## config.mk

```make
export PLATFORM = sky130hd
export DESIGN_NAME = writeback_queue_flat
export DESIGN_NICKNAME = d
export VERILOG_FILES = /design/src/rtl/writeback_queue_if.sv /design/src/rtl/writeback_queue.sv /design/src/flat_wrapper.sv
export SDC_FILE = /design/constraint.sdc
export NUM_CORES = 1
export LEC_CHECK = 0
export ABC_AREA = 1
export CAP_MARGIN = 0
export CELL_PAD_IN_SITES_DETAIL_PLACEMENT = 1
export CELL_PAD_IN_SITES_GLOBAL_PLACEMENT = 2
export CORE_ASPECT_RATIO = 1.2
export CORE_MARGIN = 2
export CORE_UTILIZATION = 39
export CTS_CLUSTER_SIZE = 25
export DETAILED_ROUTE_END_ITERATION = 8
export PLACE_DENSITY = 0.84
export SLEW_MARGIN = 20
export SYNTH_ARGS = -nofsm -noshare
export SYNTH_HDL_FRONTEND = slang
export SYNTH_SLANG_ARGS = --single-unit
```

## constraint.sdc

```tcl
create_clock -name clk -period 9.1 [get_ports clk]
set_clock_uncertainty 0.2 [all_clocks]
set_input_delay 1.365 -clock clk [delete_from_list [all_inputs] [get_ports clk]]
set_output_delay 1.365 -clock clk [all_outputs]
set_load 0.02 [all_outputs]
```

## src/rtl/writeback_queue_if.sv

```systemverilog
// writeback_queue_if: producer, retire-hold, scoreboard query and register_bank write signals
interface writeback_queue_if #(
    parameter int DATA_W = 32,
    parameter int ADDR_W = 4,
    parameter int DEPTH  = 4
);
    logic                       in_valid;
    logic                       in_ready;
    logic [ADDR_W-1:0]          in_addr;
    logic [DATA_W-1:0]          in_data;
    logic                       hold;
    logic                       flush;
    logic [ADDR_W-1:0]          q_ra;
    logic [ADDR_W-1:0]          q_rb;
    logic                       busy_a;
    logic                       busy_b;
    logic [$clog2(DEPTH+1)-1:0] count;
    logic [ADDR_W-1:0]          wc;
    logic [DATA_W-1:0]          wpc;
    logic                       w_rb;
    modport master (
        output in_valid, in_addr, in_data, hold, flush, q_ra, q_rb,
        input  in_ready, busy_a, busy_b, count, wc, wpc, w_rb
    );
    modport slave (
        input  in_valid, in_addr, in_data, hold, flush, q_ra, q_rb,
        output in_ready, busy_a, busy_b, count, wc, wpc, w_rb
    );
endinterface

```

## src/rtl/writeback_queue.sv

```systemverilog
// writeback_queue: in-order write FIFO feeding register_bank with a pending-write scoreboard
module writeback_queue #(
    parameter int DATA_W = 32,
    parameter int ADDR_W = 4,
    parameter int DEPTH  = 4
) (
    input logic              clk,
    input logic              rst,
    writeback_queue_if.slave bus
);
    localparam int PW = $clog2(DEPTH);
    localparam int CW = $clog2(DEPTH + 1);

    logic [ADDR_W-1:0] mem_addr [DEPTH];
    logic [DATA_W-1:0] mem_data [DEPTH];
    logic [DEPTH-1:0]  vld;
    logic [PW-1:0]     wr_ptr;
    logic [PW-1:0]     rd_ptr;
    logic [CW-1:0]     cnt;
    logic              push;
    logic              pop;
    logic              hit_a;
    logic              hit_b;

    assign bus.in_ready = cnt < CW'(DEPTH);
    assign bus.count    = cnt;
    assign push         = bus.in_valid & bus.in_ready & ~bus.flush;
    assign pop          = (cnt != '0) & ~bus.hold & ~bus.flush;
    assign bus.busy_a   = hit_a | (bus.w_rb & (bus.wc == bus.q_ra));
    assign bus.busy_b   = hit_b | (bus.w_rb & (bus.wc == bus.q_rb));

    // scan queued entries for a pending write to either fetch-stage register
    always_comb begin
        hit_a = 1'b0;
        hit_b = 1'b0;
        for (int i = 0; i < DEPTH; i++) begin
            hit_a = hit_a | (vld[i] & (mem_addr[i] == bus.q_ra));
            hit_b = hit_b | (vld[i] & (mem_addr[i] == bus.q_rb));
        end
    end

    // queue storage, pointers and the registered retire port; flush drops queued entries only
    always_ff @(posedge clk) begin
        if (rst) begin
            wr_ptr   <= '0;
            rd_ptr   <= '0;
            cnt      <= '0;
            vld      <= '0;
            bus.w_rb <= 1'b0;
            bus.wc   <= '0;
            bus.wpc  <= '0;
        end else if (bus.flush) begin
            wr_ptr   <= '0;
            rd_ptr   <= '0;
            cnt      <= '0;
            vld      <= '0;
            bus.w_rb <= 1'b0;
        end else begin
            if (push) begin
                mem_addr[wr_ptr] <= bus.in_addr;
                mem_data[wr_ptr] <= bus.in_data;
                vld[wr_ptr]      <= 1'b1;
                wr_ptr           <= wr_ptr + 1'b1;
            end
            if (pop) begin
                bus.wc      <= mem_addr[rd_ptr];
                bus.wpc     <= mem_data[rd_ptr];
                vld[rd_ptr] <= 1'b0;
                rd_ptr      <= rd_ptr + 1'b1;
            end
            bus.w_rb <= pop;
            cnt      <= cnt + CW'(push) - CW'(pop);
        end
    end
endmodule

```

## src/flat_wrapper.sv

```systemverilog
// flat-port wrapper written by rule: the top's interface ports become plain ports
module writeback_queue_flat 
#(
    parameter int DATA_W = 32,
    parameter int ADDR_W = 4,
    parameter int DEPTH  = 4
)
  (clk, rst, bus_in_valid, bus_in_addr, bus_in_data, bus_hold, bus_flush, bus_q_ra, bus_q_rb, bus_in_ready, bus_busy_a, bus_busy_b, bus_count, bus_wc, bus_wpc, bus_w_rb);
  writeback_queue_if #(.DATA_W(DATA_W), .ADDR_W(ADDR_W), .DEPTH(DEPTH)) bus_i ();
  input logic clk;
  input logic rst;
  input wire logic [$bits(bus_i.in_valid)-1:0] bus_in_valid;
  input wire logic [$bits(bus_i.in_addr)-1:0] bus_in_addr;
  input wire logic [$bits(bus_i.in_data)-1:0] bus_in_data;
  input wire logic [$bits(bus_i.hold)-1:0] bus_hold;
  input wire logic [$bits(bus_i.flush)-1:0] bus_flush;
  input wire logic [$bits(bus_i.q_ra)-1:0] bus_q_ra;
  input wire logic [$bits(bus_i.q_rb)-1:0] bus_q_rb;
  output wire logic [$bits(bus_i.in_ready)-1:0] bus_in_ready;
  output wire logic [$bits(bus_i.busy_a)-1:0] bus_busy_a;
  output wire logic [$bits(bus_i.busy_b)-1:0] bus_busy_b;
  output wire logic [$bits(bus_i.count)-1:0] bus_count;
  output wire logic [$bits(bus_i.wc)-1:0] bus_wc;
  output wire logic [$bits(bus_i.wpc)-1:0] bus_wpc;
  output wire logic [$bits(bus_i.w_rb)-1:0] bus_w_rb;
  assign bus_i.in_valid = bus_in_valid;
  assign bus_i.in_addr = bus_in_addr;
  assign bus_i.in_data = bus_in_data;
  assign bus_i.hold = bus_hold;
  assign bus_i.flush = bus_flush;
  assign bus_i.q_ra = bus_q_ra;
  assign bus_i.q_rb = bus_q_rb;
  assign bus_in_ready = bus_i.in_ready;
  assign bus_busy_a = bus_i.busy_a;
  assign bus_busy_b = bus_i.busy_b;
  assign bus_count = bus_i.count;
  assign bus_wc = bus_i.wc;
  assign bus_wpc = bus_i.wpc;
  assign bus_w_rb = bus_i.w_rb;
  writeback_queue #(.DATA_W(DATA_W), .ADDR_W(ADDR_W), .DEPTH(DEPTH)) u_core (.clk(clk), .rst(rst), .bus(bus_i));
endmodule
```

==> qor.csv, run 1 <==
stage,metric,value,unit
clock_tree,root_buffer,clkbuf_16,
grt,grt_first_pass_wirelength,32800,µm
clock_tree,htreeDepth,4,
run_status,outcome,"complete, no violations",
sta,fin_crit,4.84,ns
drt,drc,0,
grt,grt_use_met3,3.60,%
synthesis,avgSynthCellArea,10.7,µm²
clock_tree,cts_made_buffers,17,
critical_path,crit_path_start_kind,input pin,
clock_tree,clkSinkCount,192,
power_and_ir_drop,peakVddDrop,0.000184,V
power_and_ir_drop,combPwrFrac,6.0,%
finish,final_nets,874,
synthesis,ys_warn_count,0,
drt,wl,20700,µm
grt,grt_pass1_vias,6137,
finish,syn2layout_area_growth,22.3,%
sta,min_period_over_period,53.1,%
clock_tree,postCtsHoldBufs,0,
critical_path,critPathKind,input pin to primary output,
synthesis,synth_cells,734,
sta,holdWs,0.326,ns
grt,grt_max_degree,80,
power_and_ir_drop,p_leak,0.00343,µW
sta,fin_ws,4.26,ns
power_and_ir_drop,p_clk_share,41.5,%
power_and_ir_drop,p_int,1420,µW
sta,setup_viol,0,
critical_path,critPathRequiredTime,7.54,ns
synthesis,ys_seq_area_share,67.5,%
drt,drtPass1Iterations,4,
sta,final_hold_viol_count,0,
min_path,hold_path.class,flop to flop,
grt,grt_util_met2,36.1,%
die,die_h,159,µm
drt,wire_per_inst,19.0,µm
synthesis,synth_cell_type_count,24,
sta,slew_headroom,43.4,%
finish,antenna_cells,0,
sta,fin_setup_tns,0,ns
grt,grt_use_met1,23.3,%
grt,grt-busiest-layer,met2,
power_and_ir_drop,seqPwrFrac,52.4,%
drt,drt_iter0_markers,243,
power_and_ir_drop,p_sw_share,22.4,%
critical_path,arrival,3.27,ns
finish,register_area,5290,µm²
die,row_count,56,
finish,drive_above_1_share,6.41,%
finish,n_fill_cell,2105,
place,gp_congestion,0.879,
die,core-area,19600,µm²
clock_tree,cts_buffer_depth,2,
clock_tree,cts_resized,0,
synthesis,netlist_area,7830,µm²
place,port_buffers,91,
power_and_ir_drop,power.switching,410,µW
power_and_ir_drop,power_density,191,nW/µm²
die,initial_core_util,39.9,%
drt,viasPerCell,5.19,
job,maxCapViolations,0,
synthesis,syn-num-nets,794,
clock_tree,path_clk_slew,0.07,ns
critical_path,path_max_fanout,8,
place,dp_hpwl,13000,µm
sta,rsz0062_at_grt,false,
synthesis,ys_seq_elements,192,
clock_tree,cts_tree,done,
grt,gr-total-overflow,0,
sta,max_freq,207,MHz
finish,multi_input_area,2200,µm²
sta,worst_pin_slew,0.847,ns
die,io-pin-count,92,
critical_path,end_kind,primary output,
sta,maxSlewViolCount,0,
place,pre_cts_ws,4.27,ns
clock_tree,post_cts_buffers,0,
grt,grt_usage,20.2,%
grt,antenna_found_initial,0,
die,die_x,133,µm
clock_tree,insertion_delay,0.44,ns
die,dieArea,21200,µm²
drt,ant_nets,0,
drt,vias,5648,
-- worst paths after layout --
check | depth (start not counted) | to | from | slack, ns
max | 10 | bus_busy_b | bus_q_rb[1] | 4.26
min | 2 | u_core.bus.wpc[27] | u_core.bus.wpc[27] | 0.33
max reg2reg | 13 | u_core.bus.count[2] | u_core.bus.count[1] | 6.20
min reg2reg | 2 | u_core.bus.wpc[27] | u_core.bus.wpc[27] | 0.33
-- power groups by stage --
stage / Combinational (µW) / Sequential, µW / Clock (µW)
6_report: 111 / 960 / 761
3_3_place_gp: 107 / 979 / 0
5_1_grt: 121 / 961 / 817
3_5_place_dp: 112 / 980 / 0
2_1_floorplan: 45.1 / 986 / 0
4_1_cts: 112 / 960 / 779
-- metrics by stage --
stage | area, µm² | instances | power, µW | utilization [%]
2_1_floorplan | 7830 | 734 | 1030 | -
3_3_place_gp | 8970 | 1056 | 1090 | 45.7
3_5_place_dp | 8970 | 1056 | 1090 | 45.7
4_1_cts | 9580 | 1088 | 1850 | 48.8
5_1_grt | 9580 | 1088 | 1900 | 48.8
6_report | 9580 | 1088 | 1830 | 48.8
-- synth_stat cells --
master	instances	area, µm²
nor2_1	173	649
edfxtp_1	144	4320
o21ai_0	114	571
nand2_1	64	240
dfxtp_1	48	961
inv_1	46	173
o22ai_1	32	200
a21oi_1	21	105
clkbuf_1	19	71.3
buf_2	14	70.1
o21ai_1	11	55.1
xnor2_1	11	96.3
ha_1	10	125
nand3_1	9	45.0
buf_4	3	22.5
buf_6	3	33.8
inv_2	3	11.3
nand4_1	2	12.5
o211ai_1	2	15.0
fa_1	1	20.0
nand2_2	1	6.26
nor2_4	1	11.3
or2_2	1	6.26
xor2_1	1	8.76
-- state kept, by name, indices dropped and copies added (netlist names) --
register and count:
u_core.vld 4, u_core.bus.wc 4, u_core.wr_ptr 2, u_core.bus.count 3, u_core.bus.wpc 32, u_core.bus.w_rb 1
u_core.mem_data 128, u_core.rd_ptr 2, u_core.mem_addr 16
-- final cells by class --
class                           instances  share of cell area (%)
Timing Repair Buffer                  100                    10.2
Sequential cell                       192                    55.2
Multi-Input combinational cell        454                    22.9
Inverter                               49                    1.92
Clock buffer                           18                    4.58
Tap cell                              261                    3.41
Clock inverter                         14                    1.78
-- routing by layer --
layer / wire length (µm) / part of all wire (%)
met4: 701 / 3.4
met1: 8190 / 40
met2: 11100 / 54
met3: 711 / 3.4
met5: 0 / 0
-- layout by cell type, fill, tap and decap left out, drive strengths merged --
master / count
o211ai: 2
dfxtp: 48
xnor2: 11
xor2: 1
nand3: 9
o21ai: 125
buf: 9
edfxtp: 144
nor2: 174
or2: 1
o22ai: 32
fa: 1
nand2: 65
nand4: 2
clkinvlp: 3
clkbuf: 18
bufinv: 2
ha: 10
a21oi: 21
inv: 55
clkdlybuf4s50: 91
clkinv: 3
-- worst max-delay path: stages --
cell and delay, ns:
clkdlybuf4s50_1 0.63, inv_1 0.14, nand2_1 0.10, o21ai_0 0.11, inv_1 0.07, nand3_1 0.08
nand2_1 0.08, inv_1 0.04, nand2_1 0.06, clkdlybuf4s50_1 0.60
-- logic make-up (layout without fill, tap and decap cells) --
family / Yosys count / after routing / share of synthesized area [%]
fa+ha+maj: 11 / 11 / 1.85
xor+xnor: 12 / 12 / 1.34
buf+inv: 88 / 181 / 4.87
flops: 192 / 192 / 67.5
simple gates: 251 / 251 / 12.4
compound gates: 180 / 180 / 12.1
Note: power is estimated with default switching activity, not from simulation.
==> inputs of run 2 (changes only) <==
- CORE_UTILIZATION: 39 -> 36
- PLACE_DENSITY: 0.84 -> 0.79
- clock period: 9.1 -> 4.8 ns (I/O delays scaled with it)
==> run 2 against run 1 <==
Effect of this change: routed wire length is 5.8% higher; global-route usage down 0.96 points; non-clock buffer count unchanged; power increased by 89%; largest cell class unchanged.
==> qor.csv, run 2 (synthesized netlist as in run 1, its figures left out) <==
stage,metric,value,unit,change
finish,largest_reg_flops,128,,unchanged
sta,max_freq,277,MHz,
drt,met2_length,12000,µm,+8.6%
place,placedInstanceArea,9030,µm²,+0.60%
finish,n_fill_cell,2345,,+11%
drt,viasPerCell,5.08,,-2.1%
finish,multi_input_area,2200,µm²,unchanged
grt,gr-total-overflow,0,,unchanged
critical_path,end_kind,primary output,,
clock_tree,post_cts_buffers,0,,unchanged
clock_tree,insertion_delay,0.43,ns,about the same
place,dp_hpwl,14000,µm,+8.0%
sta,fin_crit,3.61,ns,
power_and_ir_drop,fin_total_pwr,3460,µW,+89%
drt,vias,5598,,-0.89%
critical_path,path_max_fanout,6,,-2
grt,grt_max_degree,80,,unchanged
clock_tree,clkSinkCount,192,,unchanged
clock_tree,path_clk_slew,0.07,ns,about the same
finish,post-route-util,44.7,%,-4.2 points
die,row_count,59,,+5.4%
die,dieArea,23000,µm²,+8.1%
drt,met1_length,8840,µm,+7.9%
clock_tree,cts_tree,done,,
die,die_x,139,µm,+4.0%
finish,antenna_cells,0,,unchanged
sta,maxSlewViolCount,0,,unchanged
finish,final_cell_mix,"nor2_1, edfxtp_1, o21ai_0",,
drt,highest_layer,met4,,
finish,biggestRegsByFlops,"u_core.mem_data: 128 flops, u_core.bus.wpc: 32 flops, u_core.mem_addr: 16 flops",,
sta,worst_pin_slew,0.843,ns,-0.00464 ns
drt,drt_iter0_markers,278,,+14%
sta,setup_viol,0,,unchanged
run_status,outcome,"complete, no violations",,
clock_tree,root_buffer,clkbuf_16,,
finish,finalInstanceArea,9630,µm²,+0.47%
drt,wire_per_inst,19.9,µm,+4.6%
grt,grt_pass1_vias,6008,,-2.1%
drt,drtPass1Iterations,4,,unchanged
power_and_ir_drop,peakVddDrop,0.000208,V,+13%
die,die_h,166,µm,+4.0%
critical_path,crit_path_start_kind,input pin,,
place,gp_congestion,0.833,,-5.2%
sta,rsz0062_at_grt,false,,
finish,syn2layout_area_growth,22.9,%,
min_path,hold_path.class,flop to flop,,
sta,fin_setup_tns,0,ns,unchanged
critical_path,critPathRequiredTime,3.88,ns,-3.66 ns
die,initial_core_util,36.3,%,-3.6 points
clock_tree,postCtsHoldBufs,0,,unchanged
job,maxCapViolations,0,,unchanged
grt,grt_usage,19.2,%,-0.96 points
clock_tree,htreeDepth,4,,unchanged
grt,antenna_found_initial,0,,unchanged
drt,met3_length,592,µm,-17%
drt,wl,21900,µm,+5.8%
critical_path,arrival,2.69,ns,-0.58 ns
clock_tree,cts_made_buffers,17,,unchanged
finish,final_common_cell,nor2_1,,
die,io-pin-count,92,,unchanged
place,port_buffers,91,,unchanged
sta,min_period_over_period,75.1,%,
power_and_ir_drop,p_leak,0.00344,µW,+0.28%
critical_path,critPathKind,input pin to primary output,,
die,core-area,21600,µm²,+9.9%
power_and_ir_drop,power_density,360,nW/µm²,+88%
grt,grt_first_pass_wirelength,33600,µm,+2.4%
sta,slew_headroom,43.7,%,+0.31 points
finish,register_area,5290,µm²,unchanged
clock_tree,cts_resized,0,,unchanged
finish,final_nets,874,,unchanged
clock_tree,cts_buffer_depth,2,,unchanged
drt,ant_nets,0,,unchanged
finish,regMostFlops,u_core.mem_data,,
sta,final_hold_viol_count,0,,unchanged
drt,drc,0,,unchanged
finish,drive_above_1_share,6.29,%,-0.12 points
run 2: routing by layer:
| metal | global-route usage (%) | vias up |
|---|---|---|
| li1 | - | 2669 |
| met4 | 6.89 | 0 |
| met2 | 37.2 | 91 |
| met3 | 3.23 | 29 |
| met5 | 0 | - |
| met1 | 21.3 | 2809 |
run 2: area by class of cell:
class	instances	share of cell area, %
sequential	192	54.9
multi-input combinational	454	22.8
timing repair buffer	100	10.6
clock buffer	21	4.89
tap	274	3.56
inverter	49	1.91
clock inverter	11	1.35
run 2: metrics by stage:
| stage | setup WS (ns) | std cells | hold WS [ns] |
|---|---|---|---|
| 2_1_floorplan | 1.50 | 734 | 0.274 |
| 3_3_place_gp | 1.18 | 1069 | 0.307 |
| 3_5_place_dp | 1.16 | 1069 | 0.316 |
| 4_1_cts | 1.19 | 1101 | 0.337 |
| 5_1_grt | 1.07 | 1101 | 0.362 |
| 6_report | 1.19 | 1101 | 0.333 |
run 2: path summary, 6_finish.rpt:
check | start | end | slack, ns | depth (start not counted)
setup / recovery | bus_q_ra[0] | bus_busy_a | 1.19 | 10
hold / removal | u_core.bus.wpc[12] | u_core.bus.wpc[12] | 0.33 | 2
setup reg to reg | u_core.bus.count[1] | u_core.bus.count[2] | 2.15 | 12
hold reg to reg | u_core.bus.wpc[12] | u_core.bus.wpc[12] | 0.33 | 2
run 2: where the power goes:
part / internal, µW / total, µW / switching, µW
clock: 815 / 1430 / 616
sequential: 1810 / 1820 / 12.5
combinational: 87.4 / 213 / 125
run 2: critical path, cell delays in order:
cell	delay [ns]
clkdlybuf4s50_1	0.69
inv_1	0.15
nand2_1	0.09
nand2_1	0.05
nor2_1	0.12
nand3_1	0.09
nand2_1	0.08
nor2_1	0.04
nand2_1	0.05
clkdlybuf4s50_1	0.59
==> inputs of run 3 (changes only) <==
- CORE_UTILIZATION: 36 -> 33
- PLACE_DENSITY: 0.79 -> 0.76
- clock period: 4.8 -> 3.25 ns (I/O delays scaled with it)
==> run 3 against run 2 <==
Effect of this change: sequential power is 48% higher; critical path type unchanged; register-to-register slack worse by 1.2 ns; clock-buffer cell count is 2 lower; core utilization is 2.8 points lower; non-clock buffer count is 7 higher; combinational power is 49% higher; design area is 1.2% higher; flip-flop and latch count stayed put; largest power group unchanged; final cell count is 4.4% higher; largest cell class unchanged; global-route usage is 1.3 points lower.
==> qor.csv, run 3 (synthesized netlist as in run 1, its figures left out) <==
stage,metric,value,unit,change
finish,syn2layout_area_growth,24.4,%,
finish,largest_reg_flops,128,,unchanged
grt,gr-total-overflow,0,,unchanged
critical_path,critPathRequiredTime,2.56,ns,-1.32 ns
die,row_count,61,,+3.4%
place,dp_hpwl,14100,µm,+0.44%
drt,wl,21400,µm,-2.2%
finish,biggestRegsByFlops,"u_core.mem_data: 128 flops, u_core.bus.wpc: 32 flops, u_core.mem_addr: 16 flops",,
sta,fin_setup_tns,0,ns,unchanged
die,io-pin-count,92,,unchanged
drt,drc,0,,unchanged
clock_tree,insertion_delay,0.43,ns,about the same
drt,ant_nets,0,,unchanged
finish,final_common_cell,nor2_1,,
grt,grt_max_degree,79,,-1.3%
critical_path,crit_start,bus_q_rb[3],,
job,maxCapViolations,0,,unchanged
finish,antenna_cells,0,,unchanged
clock_tree,cts_buffer_depth,2,,unchanged
drt,drtPass1Iterations,4,,unchanged
die,dieArea,25000,µm²,+8.8%
finish,final_cell_mix,"nor2_1, edfxtp_1, o21ai_0",,
place,port_buffers,91,,unchanged
clock_tree,post_cts_buffers,0,,unchanged
clock_tree,path_clk_slew,0.06,ns,about the same
finish,final_nets,881,,+0.80%
sta,worst_pin_slew,0.872,ns,+0.0294 ns
critical_path,critPathKind,input pin to primary output,,
grt,grt_pass1_vias,6225,,+3.6%
die,initial_core_util,33.7,%,-2.7 points
sta,final_hold_viol_count,0,,unchanged
place,placed_cells,1117,,+4.5%
clock_tree,clkSinkCount,192,,unchanged
grt,grt_usage,17.9,%,-1.3 points
critical_path,r2r-start,u_core.bus.count[1],,
critical_path,path_max_fanout,6,,unchanged
drt,viasPerCell,4.90,,-3.7%
die,die_x,145,µm,+4.3%
drt,vias,5627,,+0.52%
min_path,hold_start,u_core.bus.wpc[26],,
drt,wire_per_inst,18.6,µm,-6.3%
place,placedInstanceArea,9140,µm²,+1.3%
finish,post-route-util,41.9,%,-2.8 points
critical_path,r2r_slack,1.00,ns,-1.15 ns
sta,min_period_over_period,94.3,%,
critical_path,end_kind,primary output,,
power_and_ir_drop,power_density,524,nW/µm²,+46%
min_path,hold_path.class,flop to flop,,
sta,slew_headroom,41.8,%,-2.0 points
power_and_ir_drop,peakVddDrop,0.000351,V,+69%
run_status,outcome,"complete, no violations",,
clock_tree,postCtsHoldBufs,0,,unchanged
clock_tree,htreeDepth,4,,unchanged
clock_tree,cts_resized,0,,unchanged
grt,grt_first_pass_wirelength,34000,µm,+1.1%
clock_tree,cts_tree,done,,
grt,antenna_found_initial,1,,+1
sta,rsz0062_at_grt,false,,
clock_tree,cts_made_buffers,17,,unchanged
power_and_ir_drop,p_leak,0.00347,µW,+1.1%
critical_path,arrival,2.38,ns,-0.31 ns
critical_path,crit_path_start_kind,input pin,,
die,core-area,23300,µm²,+8.0%
clock_tree,root_buffer,clkbuf_16,,
finish,finalInstanceArea,9750,µm²,+1.2%
place,gp_congestion,0.817,,-1.9%
die,die_h,173,µm,+4.3%
finish,fin_cells,1149,,+4.4%
drt,drt_iter0_markers,264,,-5.0%
finish,regMostFlops,u_core.mem_data,,
sta,setup_viol,0,,unchanged
sta,holdWs,0.330,ns,-0.00289 ns
sta,maxSlewViolCount,0,,unchanged
finish,drive_above_1_share,7.07,%,+0.79 points
sta,fin_crit,3.06,ns,
sta,max_freq,326,MHz,
run 3: cell count changes in the layout (fill, tap and decap cells not counted):
cell,previous run,this run
buf_12,3,4
buf_4,6,12
bufinv_16,2,1
clkbuf_1,1,0
clkbuf_16,17,18
clkbuf_8,3,1
clkinv_2,2,0
clkinv_4,4,5
dfxtp_1,46,47
dfxtp_2,2,1
inv_6,2,3
inv_8,0,3
run 3: final timing paths:
check	end	cells after the start
worst max-delay path	bus_busy_b	8
worst min-delay path	u_core.bus.wpc[26]	2
worst max register to register	u_core.bus.count[2]	12
worst min register to register	u_core.bus.wpc[26]	2
run 3: metrics by stage:
step | total power [µW] | worst slack [ns]
6_report | 5110 | 0.187
5_1_grt | 5280 | 0.00664
4_1_cts | 5160 | 0.141
3_5_place_dp | 3060 | 0.153
3_3_place_gp | 3050 | 0.207
2_1_floorplan | 2890 | 0.0841
run 3: power breakdown:
part           leakage (µW)  internal, µW  switching, µW  total, µW
registers           0.00169          2670           17.9       2690
logic               0.00149           133            184        317
clock network      0.000296          1150            953       2110
run 3: area by class of cell:
class,count,area [µm²]
Tap cell,315,394
Fill cell,2537,13500
Inverter,49,184
Clock inverter,13,141
Multi-Input combinational cell,454,2200
Timing Repair Buffer,107,1080
Sequential cell,192,5290
Clock buffer,19,464
run 3: critical path: stages:
cell and delay, ns:
clkdlybuf4s50_1 0.58, inv_1 0.13, or2_2 0.29, o211ai_1 0.09
nor2_1 0.07, nor2_1 0.12, nand2_1 0.07, clkdlybuf4s50_1 0.53
run 3: routing by layer:
metal,share of wire (%),track usage [%],up-vias
li1,-,-,2687
met1,40,20.8,2819
met2,56,33.4,93
met3,2.4,2.82,26
met4,1.4,5.58,2
met5,0.079,0,-
